**src/rtl/hdmi_pll_lock_monitor.sv**
```systemverilog
// Supervises the HDMI PLL calibration stage. It requests recalibration, waits for a
// stable lock, releases the TMDS domain, and gives up after too many failed attempts.
module hdmi_pll_lock_monitor #(
  parameter int CLK_PERIOD  = 50,
  parameter int STABLE_TIME = 1_000_000,
  parameter int ACQ_TIME    = 50_000_000,
  parameter int LOSS_CYC    = 16,
  parameter int RECAL_CYC   = 8,
  parameter int MAX_RETRY   = 3
) (
  input  logic       CLKIN,
  input  logic       I_RST,
  input  logic       LOCK_IN,
  output logic       O_RECAL,
  output logic       O_SYS_RST,
  output logic       O_READY,
  output logic       O_FAIL,
  output logic [3:0] O_RETRY_CNT
);

  localparam int STABLE_RAW = (STABLE_TIME + CLK_PERIOD - 1) / CLK_PERIOD;
  localparam int STABLE_CYC = (STABLE_RAW < 1) ? 1 : STABLE_RAW;
  localparam int ACQ_CYC    = (ACQ_TIME + CLK_PERIOD - 1) / CLK_PERIOD;

  localparam int CNT_MAX_A  = (RECAL_CYC > LOSS_CYC) ? RECAL_CYC : LOSS_CYC;
  localparam int CNT_MAX    = (ACQ_CYC > CNT_MAX_A) ? ACQ_CYC : CNT_MAX_A;
  localparam int CNT_W      = $clog2(CNT_MAX + 1);
  localparam int STB_W      = $clog2(STABLE_CYC + 1);

  localparam logic [CNT_W-1:0] RECAL_LAST  = CNT_W'(RECAL_CYC - 1);
  localparam logic [CNT_W-1:0] ACQ_LAST    = CNT_W'(ACQ_CYC - 1);
  localparam logic [CNT_W-1:0] LOSS_LAST   = CNT_W'(LOSS_CYC - 1);
  localparam logic [STB_W-1:0] STABLE_LAST = STB_W'(STABLE_CYC - 1);
  localparam logic [3:0]       RETRY_MAX   = 4'(MAX_RETRY);

  // One-hot so every output is a single flop bit and cannot glitch.
  localparam logic [3:0] ST_RECAL   = 4'b0001;
  localparam logic [3:0] ST_ACQUIRE = 4'b0010;
  localparam logic [3:0] ST_RUN     = 4'b0100;
  localparam logic [3:0] ST_FAIL    = 4'b1000;

  logic             r_sync1;
  logic             r_lock_s;
  logic [3:0]       r_state;
  logic [CNT_W-1:0] r_cnt;
  logic [STB_W-1:0] r_stable;
  logic [3:0]       r_retry;

  logic [3:0]       w_state_nxt;
  logic [CNT_W-1:0] w_cnt_nxt;
  logic [STB_W-1:0] w_stable_nxt;
  logic [3:0]       w_retry_nxt;

  always_comb begin
    w_state_nxt  = r_state;
    w_retry_nxt  = r_retry;
    w_stable_nxt = '0;
    w_cnt_nxt    = r_cnt + CNT_W'(1);

    case (r_state)
      ST_RECAL: begin
        if (r_cnt == RECAL_LAST) w_state_nxt = ST_ACQUIRE;
      end
      ST_ACQUIRE: begin
        if (r_lock_s) w_stable_nxt = r_stable + STB_W'(1);
        // A stable lock completing on the timeout cycle still counts as success.
        if (r_lock_s && (r_stable == STABLE_LAST)) begin
          w_state_nxt = ST_RUN;
          w_retry_nxt = '0;
        end else if (r_cnt == ACQ_LAST) begin
          if (r_retry == RETRY_MAX) begin
            w_state_nxt = ST_FAIL;
          end else begin
            w_state_nxt = ST_RECAL;
            w_retry_nxt = r_retry + 4'd1;
          end
        end
      end
      ST_RUN: begin
        if (r_lock_s) begin
          w_cnt_nxt = '0;
        end else if (r_cnt == LOSS_LAST) begin
          w_state_nxt = ST_RECAL;
        end
      end
      ST_FAIL: begin
        w_cnt_nxt = '0;
      end
      default: begin
        w_state_nxt = ST_RECAL;
      end
    endcase

    if (w_state_nxt != r_state) begin
      w_cnt_nxt    = '0;
      w_stable_nxt = '0;
    end
  end

  always_ff @(posedge CLKIN) begin
    if (I_RST) begin
      r_sync1  <= 1'b0;
      r_lock_s <= 1'b0;
      r_state  <= ST_RECAL;
      r_cnt    <= '0;
      r_stable <= '0;
      r_retry  <= '0;
    end else begin
      r_sync1  <= LOCK_IN;
      r_lock_s <= r_sync1;
      r_state  <= w_state_nxt;
      r_cnt    <= w_cnt_nxt;
      r_stable <= w_stable_nxt;
      r_retry  <= w_retry_nxt;
    end
  end

  assign O_RECAL     = r_state[0];
  assign O_READY     = r_state[2];
  assign O_SYS_RST   = ~r_state[2];
  assign O_FAIL      = r_state[3];
  assign O_RETRY_CNT = r_retry;

endmodule
```
**config.mk**
```make
export PLATFORM = sky130hd
export DESIGN_NAME = hdmi_pll_lock_monitor
export DESIGN_NICKNAME = d
export VERILOG_FILES = /design/src/rtl/hdmi_pll_lock_monitor.sv
export SDC_FILE = /design/constraint.sdc
export NUM_CORES = 1
export LEC_CHECK = 0
export CAP_MARGIN = 15
export CORE_ASPECT_RATIO = 1.75
export CORE_MARGIN = 2
export CORE_UTILIZATION = 55
export CTS_BUF_LIST = sky130_fd_sc_hd__clkbuf_16
export CTS_CLUSTER_DIAMETER = 30
export DETAILED_ROUTE_END_ITERATION = 8
export PLACE_DENSITY = 0.74
export SLEW_MARGIN = 20
export SYNTH_ARGS = -nofsm -noshare
export SYNTH_HDL_FRONTEND = slang
export SYNTH_SLANG_ARGS = --single-unit
```
**constraint.sdc**
```tcl
create_clock -name CLKIN -period 2.4 [get_ports CLKIN]
set_clock_uncertainty 0.05 [all_clocks]
set_input_delay 0.48 -clock CLKIN [delete_from_list [all_inputs] [get_ports CLKIN]]
set_output_delay 0.48 -clock CLKIN [all_outputs]
set_load 0.005 [all_outputs]
```
==> results of run 1 <==
[sequential cells by signal, summed over array words and instances (netlist names)]
| name | cells |
|---|---|
| r_state | 4 |
| O_RETRY_CNT | 4 |
| r_cnt | 20 |
| r_lock_s | 1 |
| r_stable | 15 |
| r_sync1 | 1 |
[worst reg2reg max path, cell delays in order (launching register included)]
cell       delay, ps
dfxtp_1          370
ha_1             220
nand4_1          230
or4_1            590
o211ai_1         180
a2111oi_4        130
o2111ai_2        120
buf_12           200
nor2_1            80
[power by group]
part | switching (mW) | internal, mW
registers | 0.00553 | 0.754
clock network | 0.279 | 0.487
logic | 0.0204 | 0.0181
[through the flow]
step	setup slack [ps]	total power [mW]	hold WS [ps]	utilization [%]
global placement	157	0.813	384	63.6
floorplan	247	0.801	364	-
global route	20.9	1.61	413	69.3
detailed placement	150	0.813	390	63.6
CTS	88.8	1.58	402	67.9
finish	122	1.56	400	69.3
[cells in the mapped netlist (all sizes together) (5+ instances only)]
cell type	count
nand4	10
nor3	6
xnor2	18
nand2	13
dfxtp	45
nor2	55
inv	8
nand3	12
nor4	7
xor2	13
a21oi	5
[cell type report]
class | instances | area (um2)
Fill cell | 326 | 1180
Inverter | 8 | 30.0
Clock inverter | 3 | 41.3
Clock buffer | 5 | 125
Tap cell | 48 | 60.1
Multi-Input combinational cell | 185 | 1220
Sequential cell | 45 | 901
Timing Repair Buffer | 30 | 275
[what timing repair did]
| item | 4_1_cts | 5_1_grt |
|---|---|---|
| buffers inserted | 0 | 4 |
| setup endpoints to repair | 0 | 17 |
| resized for setup | 0 | 2 |
[worst paths after layout]
| path | end | slack (ps) | cells past startpoint |
|---|---|---|---|
| hold / removal | r_cnt[0]$_SDFF_PP0_ | 400 | 1 |
| hold reg to reg | r_cnt[0]$_SDFF_PP0_ | 400 | 1 |
| setup / recovery | r_cnt[9]$_SDFF_PP0_ | 120 | 8 |
| setup reg to reg | r_cnt[9]$_SDFF_PP0_ | 120 | 8 |
[cells by family after synthesis]
family,share of synthesized area (%)
flops,41.6
fa+ha+maj,1.73
simple gates,33.0
buf+inv,3.12
xor+xnor,12.5
compound gates,7.56
mux,0.462
[routing by layer]
layer	share of wire (%)	wire length, um	global-route usage [%]	up-vias
li1	-	-	-	923
met5	0	0	0	-
met4	3.3	155	12.9	0
met3	2.6	119	4.30	13
met1	40	1880	24.1	853
met2	54	2490	41.8	39
==> results by group, run 1 <==
Synthesis
  • Ys Warns: 0
  • Post-Syn Area per Cell: 8.95 um2
  • Post-synth EDFFs: 0
  • Synth unique cells: 47
  • Area share of the largest cell type after synthesis: 41.6%
  • Seq/Total Area, Yosys: 41.6%
  • Post-synth net total: 248
  • Largest area contributor in the synthesized netlist: dfxtp_1
  • Yosys reg bits: 45
  • Synth area leaders: dfxtp_1, nor2_1, xnor2_1
  • Synth Flop Type: dfxtp_1
  • Synthesized cell area: 2170 um2
  • Post-synth ARST share: 0%
  • Cells after synthesis: 242

Timing
  • # setup viols final: 0
  • Max_slew headroom: 68.0%
  • Fmax: 439 MHz
  • Worst-Margin Slew: 474 ps
  • Fin crit share: 94.9%
  • Setup TNS: 0 ps
  • Slew Limit Fails: 0
  • Min Clock Period, post-route: 2280 ps
  • RSZ-0062 raised after global routing: false
  • Final Hold Fails: 0

Placement
  • IO Port Bufs: 10
  • Placed inst area: 2430 um2
  • DP HPWL: 3320 um
  • GP Congestion: 0.807
  • Placed insts: 312

Floorplan
  • Die height: 87.0 um
  • Row count: 30
  • Die extent in x: 51.5 um
  • Die area: 4480 um2
  • Core outline area: 3830 um2
  • Io pins: 11
  • Initial core utilization: 56.6%

Setup path
  • WP data required: 2530 ps
  • Critical path fanouts, max: 20
  • Critical Path Source Type: flop
  • Critical Path Sink Type: flop
  • Crit-path cells: ha_1 -> nand4_1 -> or4_1 -> o211ai_1 -> a2111oi_4 -> o2111ai_2 -> buf_12 -> nor2_1
  • Crit. Startpoint: r_stable[0]$_SDFF_PP0_
  • Worst path max stage delay: 590 ps
  • CP arrival: 2400 ps
  • Number of buffer and inverter stages on the critical path: 1
  • Origin of the critical flop-to-flop path: r_stable[0]$_SDFF_PP0_
  • Critical path's slowest cell: or4_1
  • Critical path class: flop to flop
  • Crit path max-delay family: simple AND/OR/NAND/NOR gates

Route
  • Initial DRC Count: 36
  • Post-route ant nets: 0
  • Drt pass-1 iters: 4
  • Final wirelength: 4640 um
  • Vias per cell: 5.64
  • Via count: 1828
  • DR WL/cell: 14.3 um
  • DRC: 0

Global route
  • Largest net degree at the start of global routing: 21
  • Total gr overflow: 0
  • First-pass GRT wire length: 7780 um
  • Vias in the first global route: 1818
  • All-layer global routing usage: 23.1%
  • Initial antenna violation count: 0

Clock tree
  • CTS Sinks: 45
  • Cts bufs inserted: 5
  • Htree depth: 2
  • Root Driver: clkbuf_16
  • Clock latency on the worst-skew pair: 290 ps
  • CTS tree: yes
  • Number of hold buffers added after cts: 0
  • Clock Path Buffers: 2
  • Clock transition at the registers of the reported paths: 60 ps

Cells and area
  • Share of cells above drive strength 1: 17.0%
  • Area growth syn-to-layout: 22.4%
  • Final cell count without fillers: 324
  • Post-route cell area: 2650 um2
  • ANT cells: 0
  • Nets@finish: 281
  • Most frequent cells in the layout: dfxtp_1, nor2_1, xnor2_1, buf_4

Pwr
  • Peak VDD IR: 0.558 mV
  • Pwr dens: 590 nW/um2
  • Leakage power: 0.922 nW

Min path
  • HP Class: flop to flop
  • HP Start: r_cnt[0]$_SDFF_PP0_

Run
  • Max Cap Viol: 0

Status
  • Status: complete, no violations
Power figures use the tool's default switching activity.
==> inputs of run 2 (changes only) <==
- CORE_ASPECT_RATIO: 1.75 -> not set
- CTS_CLUSTER_DIAMETER: 30 -> not set
==> run 2 against run 1 <==
  * Critical path depth did not move
  * First-iteration DRC count rose to 2.8 times the previous value
  * Maximum frequency hardly changed
  * Clock power fell by 16%
  * Non-clock buffer count shrank 5
==> results by group, run 2 (synthesis results as in run 1) <==
Route
  • Post-route ant nets: 0
  • DR WL/cell: 13.9 um
  • DRC: 0
  • Final wirelength: 4430 um
  • Initial DRC Count: 102
  • Vias per cell: 5.64
  • Via count: 1795
  • Drt pass-1 iters: 4

Setup path
  • Origin of the critical flop-to-flop path: r_stable[6]$_SDFF_PP0_
  • Number of buffer and inverter stages on the critical path: 2
  • Critical path's slowest cell: or4bb_1
  • Worst path max stage delay: 570 ps
  • Critical path class: flop to flop
  • WP data required: 2530 ps
  • Crit path top cell by count: nor4_4
  • Worst r2r path cells: 8
  • CP arrival: 2410 ps
  • Critical path fanouts, max: 20
  • R2R Setup Slk: 120 ps
  • Crit-path cells: or4bb_1 -> nor4_4 -> buf_4 -> nor4_4 -> nand4bb_1 -> o2111ai_2 -> buf_12 -> nor2_1
  • Worst r2r dst: r_cnt[11]$_SDFF_PP0_
  • Critical Path Sink Type: flop
  • Critical Path Source Type: flop
  • Crit path max-delay family: simple AND/OR/NAND/NOR gates

Cells and area
  • Area growth syn-to-layout: 18.9%
  • Biggest register: r_cnt
  • Share of cells above drive strength 1: 15.6%
  • Max reg flops: 20
  • Most frequent cells in the layout: dfxtp_1, nor2_1, xnor2_1, buf_4
  • Nets@finish: 276
  • Final cell count without fillers: 318
  • ANT cells: 0
  • Regs by FF count: r_cnt x20, r_stable x15
  • Core Util, Final: 69.3%

Timing
  • WHS: 405 ps
  • # setup viols final: 0
  • Slew Limit Fails: 0
  • Worst-Margin Slew: 487 ps
  • Final WS setup: 120 ps
  • Max_slew headroom: 67.2%
  • Fmax: 439 MHz
  • Fin crit share: 95.0%
  • Min Clock Period, post-route: 2280 ps
  • Final Hold Fails: 0

Clock tree
  • Clock Path Buffers: 2
  • Root Driver: clkbuf_16
  • CTS Sinks: 45
  • Number of hold buffers added after cts: 0
  • Clock transition at the registers of the reported paths: 60 ps
  • Cts bufs inserted: 5
  • Clock latency on the worst-skew pair: 280 ps
  • CTS tree: yes
  • Htree depth: 2

Pwr
  • Clock power frac: 44.5%
  • Sw frac: 20.2%
  • Reg power frac: 52.7%
  • Pwr dens: 559 nW/um2
  • Net Sw Power: 291 uW
  • Total Power: 1.44 mW
  • Combinational share of power: 2.8%
  • Peak VDD IR: 0.337 mV
  • Leakage power: 0.877 nW
  • Int Pwr: 1.15 mW

Global route
  • Met2 usage: 38.9%
  • Total gr overflow: 0
  • First-pass GRT wire length: 7690 um
  • Initial antenna violation count: 0
  • All-layer global routing usage: 22.8%
  • Vias in the first global route: 1709
  • Global routing's busiest layer: met2
  • Met1 Use GR: 27.3%
  • Largest net degree at the start of global routing: 21
  • GR Util met3: 5.57%

Floorplan
  • Initial core utilization: 58.3%
  • Core outline area: 3720 um2
  • Die extent in x: 66.8 um
  • Io pins: 11
  • Die height: 66.8 um
  • Die area: 4460 um2
  • Row count: 22

Placement
  • Dpl ws: 157 ps
  • Placed insts: 309
  • DP HPWL: 3140 um
  • IO Port Bufs: 10
  • GP Congestion: 0.876

Run
  • Max Cap Viol: 0

Min path
  • HP Start: r_cnt[0]$_SDFF_PP0_
  • HP Class: flop to flop
  • Worst Hold Path EP: r_cnt[0]$_SDFF_PP0_
  • Hold-critical path depth: 1

Status
  • Status: complete, no violations
[run 2: cell types whose count changed in the layout (fill, tap and decap cells not counted)]
cell,before,now
o311ai_1,0,1
bufinv_16,1,0
buf_4,18,14
buf_12,2,1
or4_1,2,1
or4_4,0,1
o311ai_0,2,1
[run 2: final cells by class]
class / count / area (um2)
Timing Repair Buffer: 25 / 225
Inverter: 8 / 30.0
Clock inverter: 2 / 11.3
Clock buffer: 5 / 125
Multi-Input combinational cell: 185 / 1220
Sequential cell: 45 / 901
Fill cell: 302 / 1140
Tap cell: 48 / 60.1
[run 2: through the flow]
step	instance area [um2]	TNS (ps)
after floorplan	2170	0
after global placement	2400	0
after detailed placement	2400	0
after CTS	2540	0
after global routing	2580	-0.731
final	2580	0
[run 2: worst register-to-register path: cells and delay by family (launching register included)]
| family | cells | cell delay [ps] |
|---|---|---|
| flops | 1 | 340 |
| compound gates | 1 | 170 |
| simple gates | 5 | 1220 |
| buf+inv | 2 | 390 |
[run 2: timing repair]
action	4_1_cts	5_1_grt
buffers inserted	0	2
endpoints found under the setup margin	0	20
hold endpoints to repair	0	0
resized for setup	0	4
[run 2: worst max path at each step]
stage	from	endpoint	slack, ps	depth (start not counted)
2_1_floorplan	r_cnt[0]$_SDFF_PP0_	r_cnt[4]$_SDFF_PP0_	250	8
3_3_place_gp	r_cnt[11]$_SDFF_PP0_	r_cnt[8]$_SDFF_PP0_	130	7
3_5_place_dp	r_cnt[11]$_SDFF_PP0_	r_cnt[11]$_SDFF_PP0_	160	7
4_1_cts	r_cnt[11]$_SDFF_PP0_	r_cnt[11]$_SDFF_PP0_	150	7
5_1_grt	r_stable[14]$_SDFF_PP0_	r_cnt[10]$_SDFF_PP0_	-0.7	8
6_report	r_stable[6]$_SDFF_PP0_	r_cnt[11]$_SDFF_PP0_	120	8
[run 2: routing by layer]
metal / share of wire, % / vias up
li1: - / 899
met1: 47 / 851
met2: 48 / 35
met3: 3.5 / 10
met4: 1.9 / 0
met5: 0 / -
[run 2: power groups by stage]
stage / registers, mW / logic [mW] / clock network, mW
global route: 0.760 / 0.0449 / 0.687
finish: 0.759 / 0.0404 / 0.640
CTS: 0.759 / 0.0399 / 0.661
global placement: 0.776 / 0.0382 / 0
floorplan: 0.774 / 0.0268 / 0
detailed placement: 0.776 / 0.0388 / 0
